==> src/rtl/alu_ctrl_mc_pkg.sv <==
// Shared encodings for the multi-cycle ALU control block: operation classes, funct codes,
// ALU control codes, MDU op codes, FSM states and the decoder result bundle.
package alu_ctrl_mc_pkg;

  localparam logic [2:0] AluOpAdd   = 3'd0;
  localparam logic [2:0] AluOpSub   = 3'd1;
  localparam logic [2:0] AluOpRtype = 3'd2;
  localparam logic [2:0] AluOpSlti  = 3'd3;
  localparam logic [2:0] AluOpAndi  = 3'd4;
  localparam logic [2:0] AluOpOri   = 3'd5;

  localparam logic [5:0] FnAdd   = 6'b100000;
  localparam logic [5:0] FnSub   = 6'b100010;
  localparam logic [5:0] FnAnd   = 6'b100100;
  localparam logic [5:0] FnOr    = 6'b100101;
  localparam logic [5:0] FnNor   = 6'b100111;
  localparam logic [5:0] FnSlt   = 6'b101010;
  localparam logic [5:0] FnMfhi  = 6'b010000;
  localparam logic [5:0] FnMflo  = 6'b010010;
  localparam logic [5:0] FnMult  = 6'b011000;
  localparam logic [5:0] FnMultu = 6'b011001;
  localparam logic [5:0] FnDiv   = 6'b011010;
  localparam logic [5:0] FnDivu  = 6'b011011;

  localparam logic [3:0] CtrlAnd     = 4'b0000;
  localparam logic [3:0] CtrlOr      = 4'b0001;
  localparam logic [3:0] CtrlAdd     = 4'b0010;
  localparam logic [3:0] CtrlSub     = 4'b0110;
  localparam logic [3:0] CtrlSlt     = 4'b0111;
  localparam logic [3:0] CtrlNor     = 4'b1100;
  localparam logic [3:0] CtrlIllegal = 4'b1111;

  localparam logic [1:0] MduMult  = 2'b00;
  localparam logic [1:0] MduMultu = 2'b01;
  localparam logic [1:0] MduDiv   = 2'b10;
  localparam logic [1:0] MduDivu  = 2'b11;

  localparam logic [1:0] SelAlu = 2'b00;
  localparam logic [1:0] SelHi  = 2'b01;
  localparam logic [1:0] SelLo  = 2'b10;

  localparam logic [1:0] StIdle = 2'b00;
  localparam logic [1:0] StBusy = 2'b01;
  localparam logic [1:0] StDone = 2'b10;

  typedef struct packed {
    logic [3:0] ctrl;
    logic [1:0] hilo_sel;
    logic [1:0] mdu_op;
    logic       is_mdu;
    logic       illegal;
  } dec_t;

endpackage

==> src/rtl/alu_dec.sv <==
// Combinational decode of operation class and funct field into ALU control, HI/LO select
// and MDU request. Unknown encodings fall to the illegal default so outputs never go X.
module alu_dec
  import alu_ctrl_mc_pkg::*;
(
  input  logic [2:0] alu_op,
  input  logic [5:0] funct,
  output dec_t       dec
);

  always_comb begin
    dec = '{ctrl: CtrlIllegal, hilo_sel: SelAlu, mdu_op: MduMult, is_mdu: 1'b0, illegal: 1'b1};
    case (alu_op)
      AluOpAdd:  dec = '{ctrl: CtrlAdd, hilo_sel: SelAlu, mdu_op: MduMult, is_mdu: 1'b0,
                         illegal: 1'b0};
      AluOpSub:  dec = '{ctrl: CtrlSub, hilo_sel: SelAlu, mdu_op: MduMult, is_mdu: 1'b0,
                         illegal: 1'b0};
      AluOpSlti: dec = '{ctrl: CtrlSlt, hilo_sel: SelAlu, mdu_op: MduMult, is_mdu: 1'b0,
                         illegal: 1'b0};
      AluOpAndi: dec = '{ctrl: CtrlAnd, hilo_sel: SelAlu, mdu_op: MduMult, is_mdu: 1'b0,
                         illegal: 1'b0};
      AluOpOri:  dec = '{ctrl: CtrlOr, hilo_sel: SelAlu, mdu_op: MduMult, is_mdu: 1'b0,
                         illegal: 1'b0};
      AluOpRtype: begin
        dec.illegal = 1'b0;
        case (funct)
          FnAdd:   dec.ctrl = CtrlAdd;
          FnSub:   dec.ctrl = CtrlSub;
          FnAnd:   dec.ctrl = CtrlAnd;
          FnOr:    dec.ctrl = CtrlOr;
          FnNor:   dec.ctrl = CtrlNor;
          FnSlt:   dec.ctrl = CtrlSlt;
          FnMfhi:  begin dec.ctrl = CtrlAdd; dec.hilo_sel = SelHi; end
          FnMflo:  begin dec.ctrl = CtrlAdd; dec.hilo_sel = SelLo; end
          FnMult:  begin dec.ctrl = CtrlAdd; dec.is_mdu = 1'b1; dec.mdu_op = MduMult;  end
          FnMultu: begin dec.ctrl = CtrlAdd; dec.is_mdu = 1'b1; dec.mdu_op = MduMultu; end
          FnDiv:   begin dec.ctrl = CtrlAdd; dec.is_mdu = 1'b1; dec.mdu_op = MduDiv;   end
          FnDivu:  begin dec.ctrl = CtrlAdd; dec.is_mdu = 1'b1; dec.mdu_op = MduDivu;  end
          default: dec.illegal = 1'b1;
        endcase
      end
      default: ;
    endcase
  end

endmodule

==> src/rtl/alu_ctrl_mc.sv <==
// Registered ALU control with a multi-cycle MDU sequencer: stalls the pipeline while a
// multiply/divide runs and strobes the HI/LO write when it retires.
module alu_ctrl_mc
  import alu_ctrl_mc_pkg::*;
#(
  parameter int unsigned CTRL_W  = 4,
  parameter int unsigned MUL_LAT = 4,
  parameter int unsigned DIV_LAT = 32
) (
  input  logic              clk_i,
  input  logic              rst_i,
  input  logic              valid_i,
  input  logic [2:0]        ALUOp_i,
  input  logic [5:0]        funct_i,
  output logic [CTRL_W-1:0] ALUCtrl_o,
  output logic [1:0]        mdu_op_o,
  output logic              mdu_start_o,
  output logic              stall_o,
  output logic              hilo_we_o,
  output logic [1:0]        hilo_sel_o,
  output logic              illegal_o
);

  localparam logic [7:0] MulCnt = 8'(MUL_LAT - 1);
  localparam logic [7:0] DivCnt = 8'(DIV_LAT - 1);

  dec_t       dec;
  logic [1:0] state_q, state_d;
  logic [7:0] cnt_q, cnt_d;
  logic [3:0] ctrl_q;
  logic [1:0] sel_q, op_q;
  logic       ill_q, start_q;
  logic       accept, mdu_go;

  alu_dec u_alu_dec (
    .alu_op (ALUOp_i),
    .funct  (funct_i),
    .dec    (dec)
  );

  assign accept = (state_q == StIdle) && valid_i;
  assign mdu_go = accept && dec.is_mdu;

  always_comb begin
    state_d = state_q;
    cnt_d   = cnt_q;
    case (state_q)
      StIdle: begin
        if (mdu_go) begin
          state_d = StBusy;
          cnt_d   = dec.mdu_op[1] ? DivCnt : MulCnt;
        end
      end
      StBusy: begin
        if (cnt_q == 8'd0) state_d = StDone;
        else               cnt_d   = cnt_q - 8'd1;
      end
      StDone:  state_d = StIdle;
      default: state_d = StIdle;
    endcase
  end

  always_ff @(posedge clk_i or negedge rst_i) begin
    if (!rst_i) begin
      state_q <= StIdle;
      cnt_q   <= 8'd0;
      ctrl_q  <= 4'b0000;
      sel_q   <= 2'b00;
      ill_q   <= 1'b0;
      op_q    <= 2'b00;
      start_q <= 1'b0;
    end else begin
      state_q <= state_d;
      cnt_q   <= cnt_d;
      start_q <= mdu_go;
      if (accept) begin
        ctrl_q <= dec.ctrl;
        sel_q  <= dec.hilo_sel;
        ill_q  <= dec.illegal;
      end
      if (mdu_go) op_q <= dec.mdu_op;
    end
  end

  assign ALUCtrl_o   = CTRL_W'(ctrl_q);
  assign hilo_sel_o  = sel_q;
  assign illegal_o   = ill_q;
  assign mdu_op_o    = op_q;
  assign mdu_start_o = start_q;
  assign hilo_we_o   = (state_q == StDone);
  // Gated by reset so the combinational stall path also reads 0 while reset is held.
  assign stall_o     = rst_i && (mdu_go || (state_q == StBusy));

endmodule

==> config.mk <==
export PLATFORM = sky130hd
export DESIGN_NAME = alu_ctrl_mc
export DESIGN_NICKNAME = d
export VERILOG_FILES = /design/src/rtl/alu_ctrl_mc_pkg.sv /design/src/rtl/alu_dec.sv /design/src/rtl/alu_ctrl_mc.sv
export SDC_FILE = /design/constraint.sdc
export NUM_CORES = 1
export LEC_CHECK = 0
export ABC_AREA = 1
export CORE_UTILIZATION = 40
export DETAILED_ROUTE_END_ITERATION = 16
export HOLD_SLACK_MARGIN = 0.03
export PLACE_DENSITY = 0.71
export SYNTH_ARGS = -nofsm -noshare
export SYNTH_HDL_FRONTEND = slang
export SYNTH_SLANG_ARGS = --single-unit
==> constraint.sdc <==
create_clock -name clk_i -period 3.4 [get_ports clk_i]
set_clock_uncertainty 0.1 [all_clocks]
set_input_delay 0.34 -clock clk_i [delete_from_list [all_inputs] [get_ports clk_i]]
set_output_delay 0.34 -clock clk_i [all_outputs]
set_load 0.05 [all_outputs]
==> metrics.md, run 1 <==
| Metric | Value |
|---|---|
| WP data required | 2.96 ns |
| Worst rel slew slack | 66.20% |
| Sw Ratio | 29.25% |
| Clk pin slew, worst setup/hold paths | 0.12 ns |
| Max-Cap Viols | 0 |
| Mapped Cells | 167 |
| Placed cell area | 0.001464 mm2 |
| NetSw | 0.1750 mW |
| Status | completed |
| Crit path time final | 2.873 ns |
| Layout cells sized above 1 | 12.89% |
| Synthesized cell area | 0.001202 mm2 |
| Total negative setup slack | 0 ns |
| Fin cells | 225 |
| Chip Width | 56.83 um |
| Clk_lat worst skew | 0.31 ns |
| Simple-gate portion of the synthesized area | 35.17% |
| Remaining Overflow, GRT | 0 |
| Final setup violation count | 0 |
| RSZ-0062 raised after global routing | no |
| Mux contribution to synthesized area | 0% |
| Pleak | 0.7478 nW |
| Worst path max stage delay | 0.86 ns |
| Post-route ant nets | 0 |
| Initial Util | 42.86% |
| Via density | 5.156 |
| Main combinational cell family by area after synthesis | simple AND/OR/NAND/NOR gates |
| Asr flop ratio synth | 100.0% |
| Min-delay worst type | input pin to async pin |
| Buffers on Ports | 23 |
| H-tree Lvls | 1 |
| Initial antenna violation count | 0 |
| CP max stage cell | clkdlybuf4s50_1 |
| Syn Nets | 181 |
| Clock Tree Buf Depth | 2 |
| Xor/xnor cell area share of the yosys netlist | 0.7284% |
| Routed WL | 2565 um |
| Complex-gate fraction of the synthesized area | 10.09% |
| Routed vias | 1160 |
| Cells after DPL | 221 |
| Root Driver | clkbuf_4 |
| Seq pwr share | 43.5% |
| Fin util | 54.06% |
| FF+latch count, synth | 20 |
| Clock sinks | 20 |
| Final GP Congestion | 0.8587 |
| Num CTS Buffers | 3 |
| Top-level I/O count | 24 |
| Post-synth cell types | 23 |
| Initial DRC count | 30 |
| Hold_ws | 0.3350 ns |
| Top FF cell, synth | dfrtp_1 |
| Die H | 56.83 um |
| Max VDD drop | 222.4 uV |
| Comb pwr share | 24.1% |
| Sequential share of the synthesized area | 41.62% |
| DRT Pass-1 Iters | 4 |
| Largest net degree at the start of global routing | 21 |
| Synth Area in Adders | 2.081% |
| # rows | 19 |
| TritonCTS clock tree | built |
| Gr usage total | 17.04% |
| Post-CTS resize count | 0 |
| Vias in the first global route | 1080 |
| DRC | 0 |
| Wire length per cell | 11.40 um |
| CP endpoint kind | primary output |
| EDFF count, synth | 0 |
| PwrDens | 394.5 mW/mm2 |
| Pint | 0.4232 mW |
| Fmax | 0.3481 GHz |
| Max Slew Vio Count | 0 |
| Fin area | 0.001516 mm2 |
| Synth Warn # | 0 |
| CP Launch Type | input pin |
| Worst slew pin tran | 0.5054 ns |
| Detailed placer's ending HPWL | 2063 um |
| Tcrit/Tclk final | 84.50% |
| Synthesis-to-layout area growth | 26.12% |
| Worst path cell trace | clkdlybuf4s50_1, inv_2, nor2_2, nand2_2, nor2_2, nand2_2, a21boi_0, clkdlybuf4s50_1 |
| CTS hold repair buffers | 0 |
| Setup repair bufs after CTS | 0 |
| Final Hold Violating Endpoints | 0 |
| Maximum fanout along the worst path | 7 |
| CORE AREA | 0.002805 mm2 |
| Worst Setup Path Type | input pin to primary output |
| Syn_area_per_cell | 7.200 um2 |
| Crit path DAT | 2.43 ns |
| Antenna Cells | 0 |
| Clk pwr share | 32.4% |
| Most frequent cells in the layout | 30 x nor2_1, 30 x nand2_1, 23 x clkdlybuf4s50_1 |
| Final #Nets | 209 |
| DIE AREA | 0.003229 mm2 |
| First-pass GRT wire length | 4229 um |
## path summary, 6_finish.rpt
check | from | slack [ns] | to | depth (start not counted)
max | ALUOp_i[1] | 0.53 | stall_o | 8
min | rst_i | 0.33 | cnt_q[3] | 2
max reg2reg | state_q[1] | 1.84 | cnt_q[6] | 8
min reg2reg | mdu_op_o[1] | 0.40 | mdu_op_o[1] | 2
max in group asynchronous | rst_i | 2.64 | hilo_sel_o[1] | 2
min in group clk_i | mdu_op_o[1] | 0.40 | mdu_op_o[1] | 2
## critical path, delay by kind of cell
kind,cells,cell delay [ns]
buffers and inverters,3,1.40
AOI/OAI and AO/OA,1,0.26
and+or+nand+nor,4,0.44
## state kept, by name (all words and copies together), names as in the netlist
register / cells
illegal_o: 1
cnt_q: 8
hilo_sel_o: 2
mdu_start_o: 1
mdu_op_o: 2
state_q: 2
ALUCtrl_o: 4
## layer usage
layer  GRT usage, %  vias to the layer above  part of all wire [%]  wire length (um)
li1               -                      588                     -                 -
met5              0                        -                     0                 0
met4          9.408                        0                  0.82                21
met2          30.44                       37                    53              1353
met3          2.074                        2                   3.4                87
met1          19.59                      533                    43              1103
## power by group through the flow
| stage | Sequential, mW | Clock [mW] | Combinational [mW] |
|---|---|---|---|
| 6_report | 0.260 | 0.194 | 0.144 |
| 5_1_grt | 0.263 | 0.208 | 0.160 |
| 4_1_cts | 0.260 | 0.196 | 0.145 |
| 3_5_place_dp | 0.265 | 0 | 0.145 |
| 3_3_place_gp | 0.265 | 0 | 0.141 |
| 2_1_floorplan | 0.290 | 0 | 0.0673 |
## synthesized netlist by cell type (4+ instances only)
master | count | area share (%)
inv_1 | 21 | 6.6
nand3_1 | 14 | 5.8
a21oi_1 | 7 | 2.9
nand4_1 | 4 | 2.1
nor2_2 | 4 | 2.1
nand2_1 | 30 | 9.4
a31oi_1 | 4 | 2.1
o21ai_0 | 5 | 2.1
nor2_1 | 30 | 9.4
inv_2 | 8 | 2.5
o21ai_1 | 4 | 1.7
dfrtp_1 | 20 | 42
## stage by stage
| stage | setup slack (ns) | power, mW |
|---|---|---|
| after floorplan | 0.9952 | 0.3578 |
| after global placement | 0.6211 | 0.4057 |
| after detailed placement | 0.5705 | 0.4098 |
| after CTS | 0.5523 | 0.6020 |
| after global routing | 0.4244 | 0.6308 |
| final | 0.5270 | 0.5983 |
## final cells by class
cell class,instances,area (um2)
Fill cell,272,1289
Inverter,29,108.9
Clock inverter,1,30.03
Sequential cell,20,500.5
Timing Repair Buffer,24,237.7
Multi-Input combinational cell,117,578.1
Clock buffer,3,22.52
Tap cell,31,38.79
## cell families after synthesis
group	after synthesis
XOR/XNOR	1
adder cells (fa/ha/maj)	2
buffers and inverters	30
AND/OR/NAND/NOR	92
flip-flops	20
AO/OA/AOI/OAI	22
No activity file was read; power rests on OpenSTA's default activity.
==> run 2, diff against run 1 <==
clock period = 2.7 ns   (was 3.4 ns; I/O delays follow)
==> run 2 against run 1 <==
  * Combinational power grew 26%
  * Register-to-register slack lost 0.68 ns
  * Non-clock buffer count is the same
  * Clock power shrank 14%
  * Critical path depth is the same
  * Worst setup slack lost 0.048 ns
  * Critical endpoint unchanged
  * Clock-buffer cell count grew 1
  * Global-route usage grew 0.51 points
==> metrics.md, run 2 (synthesis results as in run 1) <==
| Metric | Value |
|---|---|
| Tcrit/Tclk final | 82.25% |
| CP Launch Type | input pin |
| Routed vias | 1166 (+0.52%) |
| Max Slew Vio Count | 0 (unchanged) |
| First-pass GRT wire length | 4416 um (+4.4%) |
| Max-Cap Viols | 0 (unchanged) |
| Crit path DAT | 1.85 ns (-0.58 ns) |
| Routed WL | 2573 um (+0.31%) |
| Worst r2r src | state_q[1] |
| Placed cell area | 0.001474 mm2 (+0.68%) |
| Fin cells | 225 (unchanged) |
| Num CTS Buffers | 3 (unchanged) |
| DRT Pass-1 Iters | 4 (unchanged) |
| Initial DRC count | 37 (+23%) |
| Maximum fanout along the worst path | 7 (unchanged) |
| NetSw | 0.2104 mW (+20%) |
| Chip Width | 56.83 um (unchanged) |
| Largest net degree at the start of global routing | 21 (unchanged) |
| Clock sinks | 20 (unchanged) |
| TritonCTS clock tree | built |
| Pleak | 0.7456 nW (-0.29%) |
| Initial Util | 42.86% (unchanged) |
| Total negative setup slack | 0 ns (unchanged) |
| Clk pin slew, worst setup/hold paths | 0.11 ns (about the same) |
| Pint | 0.4651 mW (+9.9%) |
| Status | completed |
| Buffers on Ports | 23 (unchanged) |
| Initial antenna violation count | 0 (unchanged) |
| Vias in the first global route | 1115 (+3.2%) |
| Pre-CTS setup slack | 0.5195 ns (-0.05105 ns) |
| # rows | 19 (unchanged) |
| Fmax | 0.4503 GHz |
| Clk pwr share | 24.6% (-7.8 points) |
| Clk_lat worst skew | 0.29 ns (-0.02 ns) |
| Setup repair bufs after CTS | 0 (unchanged) |
| RSZ-0062 raised after global routing | no |
| Worst slew pin tran | 0.5054 ns (-0.00003940 ns) |
| Final Hold Violating Endpoints | 0 (unchanged) |
| Via density | 5.182 (+0.52%) |
| Max VDD drop | 312.4 uV (+40%) |
| Final setup violation count | 0 (unchanged) |
| Crit path time final | 2.221 ns |
| Sw Ratio | 31.15% (+1.9 points) |
| Largest register FFs | 8 (unchanged) |
| Min-delay worst type | input pin to async pin |
| Top-level I/O count | 24 (unchanged) |
| Fin area | 0.001510 mm2 (-0.41%) |
| Final #Nets | 209 (unchanged) |
| Gr usage total | 17.55% (+0.51 points) |
| PnR Total Power | 0.6756 mW (+13%) |
| Comb pwr share | 26.8% (+2.7 points) |
| CORE AREA | 0.002805 mm2 (unchanged) |
| CP max stage cell | clkdlybuf4s50_1 |
| Setup ws final | 0.4794 ns (-0.04764 ns) |
| Die H | 56.83 um (unchanged) |
| Layout cells sized above 1 | 13.40% (+0.52 points) |
| Detailed placer's ending HPWL | 2118 um (+2.7%) |
| Post-CTS resize count | 0 (unchanged) |
| Worst path cell trace | clkdlybuf4s50_1, inv_1, nor2_1, nand2_1, inv_2, nand2_2, a21boi_0, buf_12 |
| Remaining Overflow, GRT | 0 (unchanged) |
| R2R depth | 8 (unchanged) |
| WP data required | 2.33 ns (-0.63 ns) |
| DIE AREA | 0.003229 mm2 (unchanged) |
| Post-route ant nets | 0 (unchanged) |
| Buf/Inv on CP | 4 (+1) |
| Final GP Congestion | 0.8568 (-0.22%) |
| Family with the most delay on the worst path | buffers and inverters |
| Biggest register | cnt_q |
| Wire length per cell | 11.44 um (+0.31%) |
| Clock Tree Buf Depth | 2 (unchanged) |
| Most frequent cells in the layout | 30 x nor2_1, 30 x nand2_1, 22 x clkdlybuf4s50_1 |
| Worst path max stage delay | 0.47 ns (-0.39 ns) |
| Fin util | 53.84% (-0.22 points) |
| PwrDens | 447.3 mW/mm2 (+13%) |
| CTS hold repair buffers | 0 (unchanged) |
| Antenna Cells | 0 (unchanged) |
| Cell count along the critical path | 8 (unchanged) |
| Hold_ws | 0.2987 ns (-0.03626 ns) |
| DRC | 0 (unchanged) |
| R2r setup slk | 1.16 ns (-0.68 ns) |
| Synthesis-to-layout area growth | 25.60% |
| Worst rel slew slack | 66.20% (about the same) |
| Root Driver | clkbuf_4 |
| Worst Setup Path Type | input pin to primary output |
| Seq pwr share | 48.6% (+5.1 points) |
| CP endpoint kind | primary output |
| H-tree Lvls | 1 (unchanged) |
| Cells after DPL | 221 (unchanged) |
| RR Endpoint | cnt_q[6] |
==> run 2: cell type report <==
| cell class | count | area [um2] |
|---|---|---|
| sequential | 20 | 500.5 |
| fill | 273 | 1295 |
| multi-input combinational | 117 | 578.1 |
| clock buffer | 4 | 36.28 |
| tap | 31 | 38.79 |
| inverter | 29 | 108.9 |
| timing repair buffer | 24 | 247.7 |
==> run 2: how the worst max path moves through the flow <==
stage                     startpoint  endpoint  slack, ns
after floorplan           state_q[1]   stall_o       0.37
after global placement    ALUOp_i[1]   stall_o       0.55
after detailed placement  ALUOp_i[1]   stall_o       0.52
after CTS                 state_q[1]   stall_o       0.50
after global routing      funct_i[3]   stall_o       0.38
final                     funct_i[3]   stall_o       0.48
==> run 2: routing by layer <==
layer  GRT usage [%]  up-vias  wire length [um]
li1                -      590                 -
met1           20.12      540              1106
met2           32.65       28              1347
met3           2.765        8                69
met4           6.272        0                49
met5               0        -                 0
==> run 2: power groups by stage <==
| stage | clock network, mW | registers (mW) | logic, mW |
|---|---|---|---|
| 3_3_place_gp | 0 | 0.334 | 0.177 |
| 6_report | 0.166 | 0.328 | 0.181 |
| 4_1_cts | 0.173 | 0.328 | 0.183 |
| 3_5_place_dp | 0 | 0.334 | 0.182 |
| 5_1_grt | 0.186 | 0.331 | 0.200 |
| 2_1_floorplan | 0 | 0.366 | 0.0848 |
